### config.mk
export PLATFORM = sky130hd
export DESIGN_NAME = owner_withdraw_ctrl_flat
export DESIGN_NICKNAME = d
export VERILOG_FILES = /design/src/rtl/vending_pkg.sv /design/src/rtl/owner_withdraw_ctrl_if.sv /design/src/rtl/withdraw_lock_timer.sv /design/src/rtl/owner_withdraw_ctrl.sv /design/src/flat_wrapper.sv
export SDC_FILE = /design/constraint.sdc
export NUM_CORES = 1
export LEC_CHECK = 0
export CAP_MARGIN = 20
export CORE_MARGIN = 2
export CORE_UTILIZATION = 54
export CTS_CLUSTER_SIZE = 30
export DETAILED_ROUTE_END_ITERATION = 8
export PLACE_DENSITY = 0.76
export SYNTH_ARGS = -nofsm -noshare
export SYNTH_HDL_FRONTEND = slang
export SYNTH_SLANG_ARGS = --single-unit
### constraint.sdc
create_clock -name clk -period 2.3 [get_ports clk]
set_clock_uncertainty 0.05 [all_clocks]
set_input_delay 0.345 -clock clk [delete_from_list [all_inputs] [get_ports clk]]
set_output_delay 0.345 -clock clk [all_outputs]
set_load 0.1 [all_outputs]
### src/rtl/vending_pkg.sv
// Shared types and constants for the vending machine owner-withdrawal path.
package vending_pkg;

    localparam int MONEY_W_DEF = 8;

    typedef enum logic [2:0] {
        S_IDLE     = 3'd0,
        S_CHECK    = 3'd1,
        S_DISPENSE = 3'd2,
        S_DONE     = 3'd3,
        S_ERROR    = 3'd4,
        S_LOCKED   = 3'd5
    } state_e;

    localparam logic [2:0] ERR_NONE     = 3'd0;
    localparam logic [2:0] ERR_BAD_PIN  = 3'd1;
    localparam logic [2:0] ERR_ZERO_BAL = 3'd2;
    localparam logic [2:0] ERR_OVER_BAL = 3'd3;
    localparam logic [2:0] ERR_LOCKED   = 3'd4;

endpackage

### src/rtl/owner_withdraw_ctrl_if.sv
// Keypad/service-port and coin-hopper signals of the owner-withdrawal controller.
interface owner_withdraw_ctrl_if
    import vending_pkg::*;
#(
    parameter int MONEY_W = MONEY_W_DEF,
    parameter int PIN_W   = 4
);
    logic               req;
    logic [PIN_W-1:0]   pin;
    logic [MONEY_W-1:0] amount;
    logic [MONEY_W-1:0] machine_money;
    logic               abort;
    logic               coin_ready;
    logic               coin_out;
    logic               busy;
    logic               done;
    logic               money_we;
    logic [MONEY_W-1:0] updated_machine_money;
    logic               red_light;
    logic [2:0]         err_code;
    logic               locked;

    modport master (
        output req, pin, amount, machine_money, abort, coin_ready,
        input  coin_out, busy, done, money_we, updated_machine_money,
               red_light, err_code, locked
    );

    modport slave (
        input  req, pin, amount, machine_money, abort, coin_ready,
        output coin_out, busy, done, money_we, updated_machine_money,
               red_light, err_code, locked
    );

endinterface

### src/rtl/withdraw_lock_timer.sv
// Counts consecutive bad PINs and holds the lockout window once the limit is hit.
module withdraw_lock_timer
    import vending_pkg::*;
#(
    parameter int MAX_ATTEMPTS = 3,
    parameter int LOCK_CYCLES  = 16
) (
    input  logic clk,
    input  logic rst,
    input  logic bad_pin_i,
    input  logic good_pin_i,
    output logic lock_start_o,
    output logic locked_o,
    output logic lock_done_o
);
    localparam int ATT_W = $clog2(MAX_ATTEMPTS + 1);
    localparam int TMR_W = $clog2(LOCK_CYCLES + 1);

    logic [ATT_W-1:0] att_q, att_d, att_inc;
    logic [TMR_W-1:0] tmr_q, tmr_d;

    assign att_inc      = att_q + 1'b1;
    assign lock_start_o = bad_pin_i && (att_inc == ATT_W'(MAX_ATTEMPTS));
    assign locked_o     = (tmr_q != '0);
    assign lock_done_o  = (tmr_q == TMR_W'(1));

    always_comb begin
        att_d = att_q;
        tmr_d = tmr_q;
        if (bad_pin_i) begin
            att_d = att_inc;
        end else if (good_pin_i || lock_done_o) begin
            att_d = '0;
        end
        // Loaded on the entry edge, so locked_o is high for exactly LOCK_CYCLES cycles
        if (lock_start_o) begin
            tmr_d = TMR_W'(LOCK_CYCLES);
        end else if (locked_o) begin
            tmr_d = tmr_q - 1'b1;
        end
    end

    always_ff @(posedge clk) begin
        if (rst) begin
            att_q <= '0;
            tmr_q <= '0;
        end else begin
            att_q <= att_d;
            tmr_q <= tmr_d;
        end
    end

endmodule

### src/rtl/owner_withdraw_ctrl.sv
// Owner withdrawal: PIN check, partial/full amount, coin-by-coin dispense, abort, lockout.
module owner_withdraw_ctrl
    import vending_pkg::*;
#(
    parameter int               MONEY_W      = MONEY_W_DEF,
    parameter int               PIN_W        = 4,
    parameter logic [PIN_W-1:0] OWNER_PIN    = 4'hA,
    parameter int               MAX_ATTEMPTS = 3,
    parameter int               LOCK_CYCLES  = 16
) (
    input  logic                 clk,
    input  logic                 rst,
    owner_withdraw_ctrl_if.slave bus
);
    state_e             state_q, state_d;
    logic [PIN_W-1:0]   pin_q, pin_d;
    logic [MONEY_W-1:0] amt_q, amt_d;
    logic [MONEY_W-1:0] bal_q, bal_d;
    logic [MONEY_W-1:0] rem_q, rem_d;
    logic [MONEY_W-1:0] upd_q, upd_d;
    logic               red_q, red_d;
    logic [2:0]         err_q, err_d;

    logic in_check, pin_bad, xfer;
    logic lock_start, lock_active, lock_done;

    assign in_check = (state_q == S_CHECK);
    assign pin_bad  = (pin_q != OWNER_PIN);
    assign xfer     = (state_q == S_DISPENSE) && bus.coin_ready;

    withdraw_lock_timer #(
        .MAX_ATTEMPTS (MAX_ATTEMPTS),
        .LOCK_CYCLES  (LOCK_CYCLES)
    ) u_lock (
        .clk          (clk),
        .rst          (rst),
        .bad_pin_i    (in_check && pin_bad),
        .good_pin_i   (in_check && !pin_bad),
        .lock_start_o (lock_start),
        .locked_o     (lock_active),
        .lock_done_o  (lock_done)
    );

    always_ff @(posedge clk) begin
        if (rst) begin
            state_q <= S_IDLE;
        end else begin
            state_q <= state_d;
        end
    end

    always_comb begin
        state_d = state_q;
        case (state_q)
            S_IDLE: begin
                if (bus.req) state_d = S_CHECK;
            end
            S_CHECK: begin
                if (pin_bad) begin
                    state_d = lock_start ? S_LOCKED : S_ERROR;
                end else if (bal_q == '0 || amt_q > bal_q) begin
                    state_d = S_ERROR;
                end else begin
                    state_d = S_DISPENSE;
                end
            end
            S_DISPENSE: begin
                if (bus.abort || (xfer && rem_q == MONEY_W'(1))) state_d = S_DONE;
            end
            S_DONE:   state_d = S_IDLE;
            S_ERROR:  state_d = S_IDLE;
            S_LOCKED: begin
                if (lock_done) state_d = S_IDLE;
            end
            default:  state_d = S_IDLE;
        endcase
    end

    always_comb begin
        bus.busy                  = (state_q != S_IDLE);
        bus.coin_out              = xfer && !rst;
        bus.done                  = (state_q == S_DONE);
        bus.money_we              = (state_q == S_DONE);
        bus.updated_machine_money = upd_q;
        bus.red_light             = red_q;
        bus.err_code              = err_q;
        bus.locked                = lock_active;
    end

    always_comb begin
        pin_d = pin_q;
        amt_d = amt_q;
        bal_d = bal_q;
        rem_d = rem_q;
        upd_d = upd_q;
        red_d = red_q;
        err_d = err_q;
        case (state_q)
            S_IDLE: begin
                if (bus.req) begin
                    pin_d = bus.pin;
                    amt_d = bus.amount;
                    bal_d = bus.machine_money;
                    red_d = 1'b0;
                    err_d = ERR_NONE;
                end
            end
            S_CHECK: begin
                if (pin_bad) begin
                    red_d = 1'b1;
                    err_d = lock_start ? ERR_LOCKED : ERR_BAD_PIN;
                end else if (bal_q == '0) begin
                    red_d = 1'b1;
                    err_d = ERR_ZERO_BAL;
                end else if (amt_q > bal_q) begin
                    red_d = 1'b1;
                    err_d = ERR_OVER_BAL;
                end else begin
                    rem_d = (amt_q == '0) ? bal_q : amt_q;
                end
            end
            S_DISPENSE: begin
                if (xfer) begin
                    rem_d = rem_q - 1'b1;
                    bal_d = bal_q - 1'b1;
                end
                // Result is registered on the way into DONE so it is valid with money_we
                if (state_d == S_DONE) upd_d = bal_d;
            end
            default: ;
        endcase
    end

    always_ff @(posedge clk) begin
        if (rst) begin
            pin_q <= '0;
            amt_q <= '0;
            bal_q <= '0;
            rem_q <= '0;
            upd_q <= '0;
            red_q <= 1'b0;
            err_q <= ERR_NONE;
        end else begin
            pin_q <= pin_d;
            amt_q <= amt_d;
            bal_q <= bal_d;
            rem_q <= rem_d;
            upd_q <= upd_d;
            red_q <= red_d;
            err_q <= err_d;
        end
    end

endmodule

### src/flat_wrapper.sv
// flat-port wrapper written by rule: the top's interface ports become plain ports
module owner_withdraw_ctrl_flat import vending_pkg::*;
#(
    parameter int               MONEY_W      = MONEY_W_DEF,
    parameter int               PIN_W        = 4,
    parameter logic [PIN_W-1:0] OWNER_PIN    = 4'hA,
    parameter int               MAX_ATTEMPTS = 3,
    parameter int               LOCK_CYCLES  = 16
)
  (clk, rst, bus_req, bus_pin, bus_amount, bus_machine_money, bus_abort, bus_coin_ready, bus_coin_out, bus_busy, bus_done, bus_money_we, bus_updated_machine_money, bus_red_light, bus_err_code, bus_locked);
  owner_withdraw_ctrl_if #(.MONEY_W(MONEY_W), .PIN_W(PIN_W)) bus_i ();
  input  logic clk;
  input  logic rst;
  input wire logic [$bits(bus_i.req)-1:0] bus_req;
  input wire logic [$bits(bus_i.pin)-1:0] bus_pin;
  input wire logic [$bits(bus_i.amount)-1:0] bus_amount;
  input wire logic [$bits(bus_i.machine_money)-1:0] bus_machine_money;
  input wire logic [$bits(bus_i.abort)-1:0] bus_abort;
  input wire logic [$bits(bus_i.coin_ready)-1:0] bus_coin_ready;
  output wire logic [$bits(bus_i.coin_out)-1:0] bus_coin_out;
  output wire logic [$bits(bus_i.busy)-1:0] bus_busy;
  output wire logic [$bits(bus_i.done)-1:0] bus_done;
  output wire logic [$bits(bus_i.money_we)-1:0] bus_money_we;
  output wire logic [$bits(bus_i.updated_machine_money)-1:0] bus_updated_machine_money;
  output wire logic [$bits(bus_i.red_light)-1:0] bus_red_light;
  output wire logic [$bits(bus_i.err_code)-1:0] bus_err_code;
  output wire logic [$bits(bus_i.locked)-1:0] bus_locked;
  assign bus_i.req = bus_req;
  assign bus_i.pin = bus_pin;
  assign bus_i.amount = bus_amount;
  assign bus_i.machine_money = bus_machine_money;
  assign bus_i.abort = bus_abort;
  assign bus_i.coin_ready = bus_coin_ready;
  assign bus_coin_out = bus_i.coin_out;
  assign bus_busy = bus_i.busy;
  assign bus_done = bus_i.done;
  assign bus_money_we = bus_i.money_we;
  assign bus_updated_machine_money = bus_i.updated_machine_money;
  assign bus_red_light = bus_i.red_light;
  assign bus_err_code = bus_i.err_code;
  assign bus_locked = bus_i.locked;
  owner_withdraw_ctrl #(.MONEY_W(MONEY_W), .PIN_W(PIN_W), .OWNER_PIN(OWNER_PIN), .MAX_ATTEMPTS(MAX_ATTEMPTS), .LOCK_CYCLES(LOCK_CYCLES)) u_core (.clk(clk), .rst(rst), .bus(bus_i));
endmodule
[Word level (Yosys, flattened, before mapping)]
Cells that the tools add are included.
Operators by class
  add/subtract/negate cells: 4
  multiply operators: 0
  div/mod/pow operators: 0
  magnitude comparators: 1
  equality and inequality tests: 15
  shift-type cells: 0
  multiplexer cells: 31
  bitwise gates (word level): 0
  reductions and logical operators: 27
Operator list (count)
  8-bit 2-to-1 mux: 7
  8-bit one-hot mux with 2 select lines: 2
  3-bit 2-to-1 mux: 10
  8-bit zero test: 2
  8-bit by 1-bit subtractor with 8-bit output, second input constant: 2
  3-bit one-hot mux with 4 select lines: 1
  5-bit 2-to-1 mux: 2
  2-bit nonzero test: 5
  3-bit by 2-bit == test with 1-bit output, second input constant: 3
  8-bit by 1-bit == test with 1-bit output, second input constant: 1
  8-bit greater-than comparator: 1
  2-bit != test, second input constant: 4
  4-bit != test, second input constant: 2
  1-bit logical AND: 6
  3-bit one-hot mux with 2 select lines: 1
  2-bit AND reduction: 3
  5-bit by 1-bit == test with 1-bit output, second input constant: 1
  1-bit 2-to-1 mux: 5
  5-bit AND reduction: 1
  5-bit nonzero test: 1
  5-bit by 1-bit subtractor with 5-bit output, second input constant: 1
  2-bit 2-to-1 mux: 2
  3-bit by 1-bit == test with 1-bit output, second input constant: 1
  3-bit == test, second input constant: 1
  10 further kinds: 13
Word-level totals
  register bits: 50
  bits in latches: 0
  bits in writable memories: 0
  bits in read-only memories: 0
  input bits: 25
  output and inout bits: 17
  word-level logic and storage cells: 89
  memories kept: 0

[Longest topological paths before layout]
  depth after elaboration: 8
  mapped depth: 10
  depth with buffers taken out: 8

[Cells and area by module]
A second synthesis with hierarchy kept.
Unflattened totals
  cells, all modules: 362
  area, all modules: 2895.3 µm²
By module, submodules not included
  owner_withdraw_ctrl: times used 1, cells an instance 322, area an instance 2546.2 µm², sequential area each 860.8 µm²
  withdraw_lock_timer: times used 1, cells an instance 40, area an instance 349.1 µm², sequential area each 140.1 µm²

[Worst setup path after synthesis]
OpenSTA, ideal clock, no wires.
  path kind: register to output
  start point: reg u_core.state_q[1]
  end point: out bus_money_we
  data arrival time: 2.287 ns
  data required time: 1.905 ns
  slack: -0.382 ns
  cell stages (with the launch flop): 5
  path buffers: 2
  cells stage by stage: dfxtp_1 > buf_2 > nand2_1 > nor2_1 > buf_4
On the way
  longest elaborated chain between the ends: 1
RTL lines
  start: declaration: line owner_withdraw_ctrl.sv:15  | state_e state_q, state_d;
  start signal: assignment: line owner_withdraw_ctrl.sv:48  | state_q <= state_d;
  3-bit by 2-bit == test with 1-bit output
  end: declaration: line flat_wrapper.sv:23  | output wire logic [$bits(bus_i.money_we)-1:0] bus_money_we;
Every way passes these cells.

[Final worst setup path]
  start point: reg u_core.bal_q[1]
  end point: reg u_core.rem_q[7]
On the way
  longest elaborated chain between the ends: 3
  elaborated cells on any way between the ends: 5
  those cells by class: order compare: 1; eq/ne: 2; reduce/logical: 2
RTL lines
  start: declaration: line owner_withdraw_ctrl.sv:18  | logic [MONEY_W-1:0] bal_q, bal_d;
  start signal: assignment: line owner_withdraw_ctrl.sv:146  | bal_q <= bal_d;
  8-bit greater-than comparator / 8-bit zero test (equally long branches): line owner_withdraw_ctrl.sv:115, owner_withdraw_ctrl.sv:112
  2-bit != test (no source line)
  5-bit AND reduction (no source line) (*)
  end signal: assignment: line owner_withdraw_ctrl.sv:147  | rem_q <= rem_d;
  end: declaration: line owner_withdraw_ctrl.sv:19  | logic [MONEY_W-1:0] rem_q, rem_d;
Every way passes the cells marked *; elsewhere a longest branch is shown, timed or not.
A chain may end at the register's enable or synchronous reset.

==> results.yml <==
worst_setup_path:
  worstSetupStartpointType: "flop"
  worstPathMaxFanout: 10
  cp_slowest_cell: "dfxtp_1"
  cp.required_ns: 2.46
  critical_path.top_delay_family: "compound AO/OA/AOI/OAI gates"
  path_buf_inv: 1
  critPathMaxStageDelay_ns: 0.39
  critPathKind: "reg -> reg"
  arrival_ns: 2.32
  endpoint_kind: "flop"
  crit_chain: "inv_1, ha_1, nor2b_1, o211ai_1, a211o_1, and3_4, o21ai_0, a221oi_1"
cells_and_area:
  final_common_cell: "dfxtp_1"
  nets: 442
  drive_gt1_frac: 0.176
  mostFrequentLayoutCells: "dfxtp_1 (50), nand2_1 (40), buf_4 (40)"
  fin_util: 0.699
  diodes: 0
  fillers: 416
  area_growth_pct: 27.1
placement:
  hpwl_um: 5430
  port_buffers: 41
  gp_congestion: 0.989
die:
  die_area_sq_um: 5720
  initial_core_util: 0.550
  core_sq_um: 5040
  core.rowCount: 26
  chipHeight_um: 75.6
  die_w_um: 75.6
  ioPinCount: 42
cts:
  h-tree-depth: 2
  cts.sinks: 50
  clockBufferDepth: 2
  post_cts_buffers: 0
  cts_tree: "built"
  numCtsBuffers: 5
  root_buffer: "clkbuf_8"
  cts.clk_slew.worst_paths_ns: 0.09
  ctsHoldBuffers: 0
  clk_latency_ns: 0.30
pwr:
  combPwrFrac: 0.304
  switchingPower_uw: 796
  ir_worst_vdd_v: 0.000536
  pwr-share-seq: 0.391
  p_int_mw: 1.70
  pwr_density_cell_nw_per_um2: 707
  p_leak_nw: 1.37
  clkPwrFrac: 0.305
  sw_frac_of_total: 0.320
routing:
  vias_per_cell: 5.76
  totalWireLength_um: 7150
  wl_per_cell_um: 15.1
  drt-initial-drc-count: 189
  vias: 2724
  drt.antenna.violating_nets: 0
  dr.pass1.iters: 5
  drc_errors: 0
synth:
  synth_top_cell_area_share: 0.361
  synth.distinct_cells: 52
  yosysTopAreaCell: "dfxtp_1"
  syn_area_sq_um: 2770
  synthCells: 353
  synth_nets: 393
  yosysSeqAreaShare: 0.361
  yosys_warnings: 0
  synth-edff-count: 0
  synth_area_leaders: "dfxtp_1 (36%), ha_1 (6.8%), a21oi_1 (6.5%), nand2_1 (5.6%), nor2_1 (5.4%)"
  synthArstFlopShare: 0
  synth-seq-cells: 50
  synth_top_flop_cell: "dfxtp_1"
  postSynthAreaPerCell_sq_um: 7.85
sta:
  fin_crit_ns: 2.16
  finalHoldViolations: 0
  max_slew_margin: 0.607
  slew_viol_final: 0
  hold_ws_ns: 0.420
  max_freq_mhz: 462
  setup_violations: 0
  finalSetupTns_ns: 0
  period_share: 0.941
  rsz0062_at_grt: "no"
  tightestPinTransition_ns: 0.582
grt:
  grt_max_degree: 25
  grt_use_total: 0.260
  grt_overflow: 0
  first_global_vias: 2475
  antenna_found_initial: 0
  grt_pass1_wl_um: 11200
run_status:
  status: "complete, no violations"
run:
  cap_violations: 0
hold_path:
  hold_path_class: "reg -> reg"
-- worst paths after layout --
path	from	end	slack (ns)	depth (start not counted)
worst max-delay path	u_core.bal_q[1]	u_core.rem_q[7]	0.14	8
worst min-delay path	u_core.pin_q[1]	u_core.pin_q[1]	0.42	2
worst max register to register	u_core.bal_q[1]	u_core.rem_q[7]	0.14	8
worst min register to register	u_core.pin_q[1]	u_core.pin_q[1]	0.42	2
-- power by group through the flow --
| stage | combinational [mW] | clock [mW] | sequential, mW |
|---|---|---|---|
| final | 0.757 | 0.760 | 0.974 |
| after global routing | 0.828 | 0.815 | 0.981 |
| after CTS | 0.740 | 0.778 | 0.973 |
| after detailed placement | 0.734 | 0 | 0.993 |
| after global placement | 0.722 | 0 | 0.991 |
| after floorplan | 0.487 | 0 | 1.00 |
-- per-stage QoR --
stage          setup WS (ns)  instance area (sq um)  power, mW  instances
2_1_floorplan          0.137                   2780       1.49        353
3_3_place_gp          0.0342                   3340       1.71        465
3_5_place_dp         -0.0281                   3340       1.73        465
4_1_cts               0.0817                   3490       2.49        473
5_1_grt              0.00377                   3520       2.62        473
6_report               0.137                   3520       2.49        473
-- flip-flops by register name, summed over array words and instances (netlist names) --
register and cells:
u_core.amt_q 8, u_core.u_lock.att_q 2, u_core.state_q 3, u_core.rem_q 8, u_core.bus.err_code 3, u_core.bal_q 8
u_core.bus.red_light 1, u_core.u_lock.tmr_q 5, u_core.bus.updated_machine_money 8, u_core.pin_q 4
-- cell usage after synthesis (2+ instances only) --
cell type,number
a211o_1,2
a211oi_1,16
a21oi_1,36
a221oi_1,6
a31o_2,3
a32o_1,2
and3_1,4
buf_2,9
buf_4,2
buf_6,2
clkbuf_1,12
dfxtp_1,50
ha_1,15
inv_1,21
mux2_2,2
nand2_1,41
nand2b_1,2
nand3_1,5
nand3b_1,2
nand4_1,4
nor2_1,40
nor2b_1,3
nor3_1,10
nor4_1,5
nor4b_1,2
o211ai_1,3
o21ai_0,18
o22ai_1,4
o31ai_1,2
or4_1,2
xnor2_1,7
-- layer usage --
layer	share of wire	wire length, um	vias up	track usage
li1	-	-	1358	-
met1	0.44	3130	1240	0.327
met2	0.46	3320	107	0.427
met3	0.065	468	19	0.0582
met4	0.031	221	0	0.117
met5	0	0	-	0
-- timing repair --
item / CTS / global route
gates resized for setup: 2 / 8
endpoints found under the setup margin: 5 / 9
pin swaps: 0 / 4
-- tightest hold or removal path: cells and delay by family (launching register included) --
family          cells  cell delay [ns]
compound gates      1             0.05
simple gates        1             0.05
flops               1             0.33
-- final cells by class --
cell class	count	area, sq um	share of cell area
Clock buffer	6	82.6	0.0234
Clock inverter	2	60.1	0.0171
Inverter	22	82.6	0.0234
Multi-Input combinational cell	256	1610	0.456
Sequential cell	50	1000	0.284
Tap cell	70	87.6	0.0249
Timing Repair Buffer	67	601	0.171
-- cells by family after synthesis --
| group | share of synthesized area |
|---|---|
| and+or+nand+nor | 0.231 |
| AOI/OAI and AO/OA | 0.230 |
| DFF | 0.361 |
| buffers and inverters | 0.0758 |
| adders and majority gates | 0.0677 |
| xor gates and xnor gates | 0.0221 |
| muxes | 0.0117 |
Note: power is estimated with default switching activity, not from simulation.
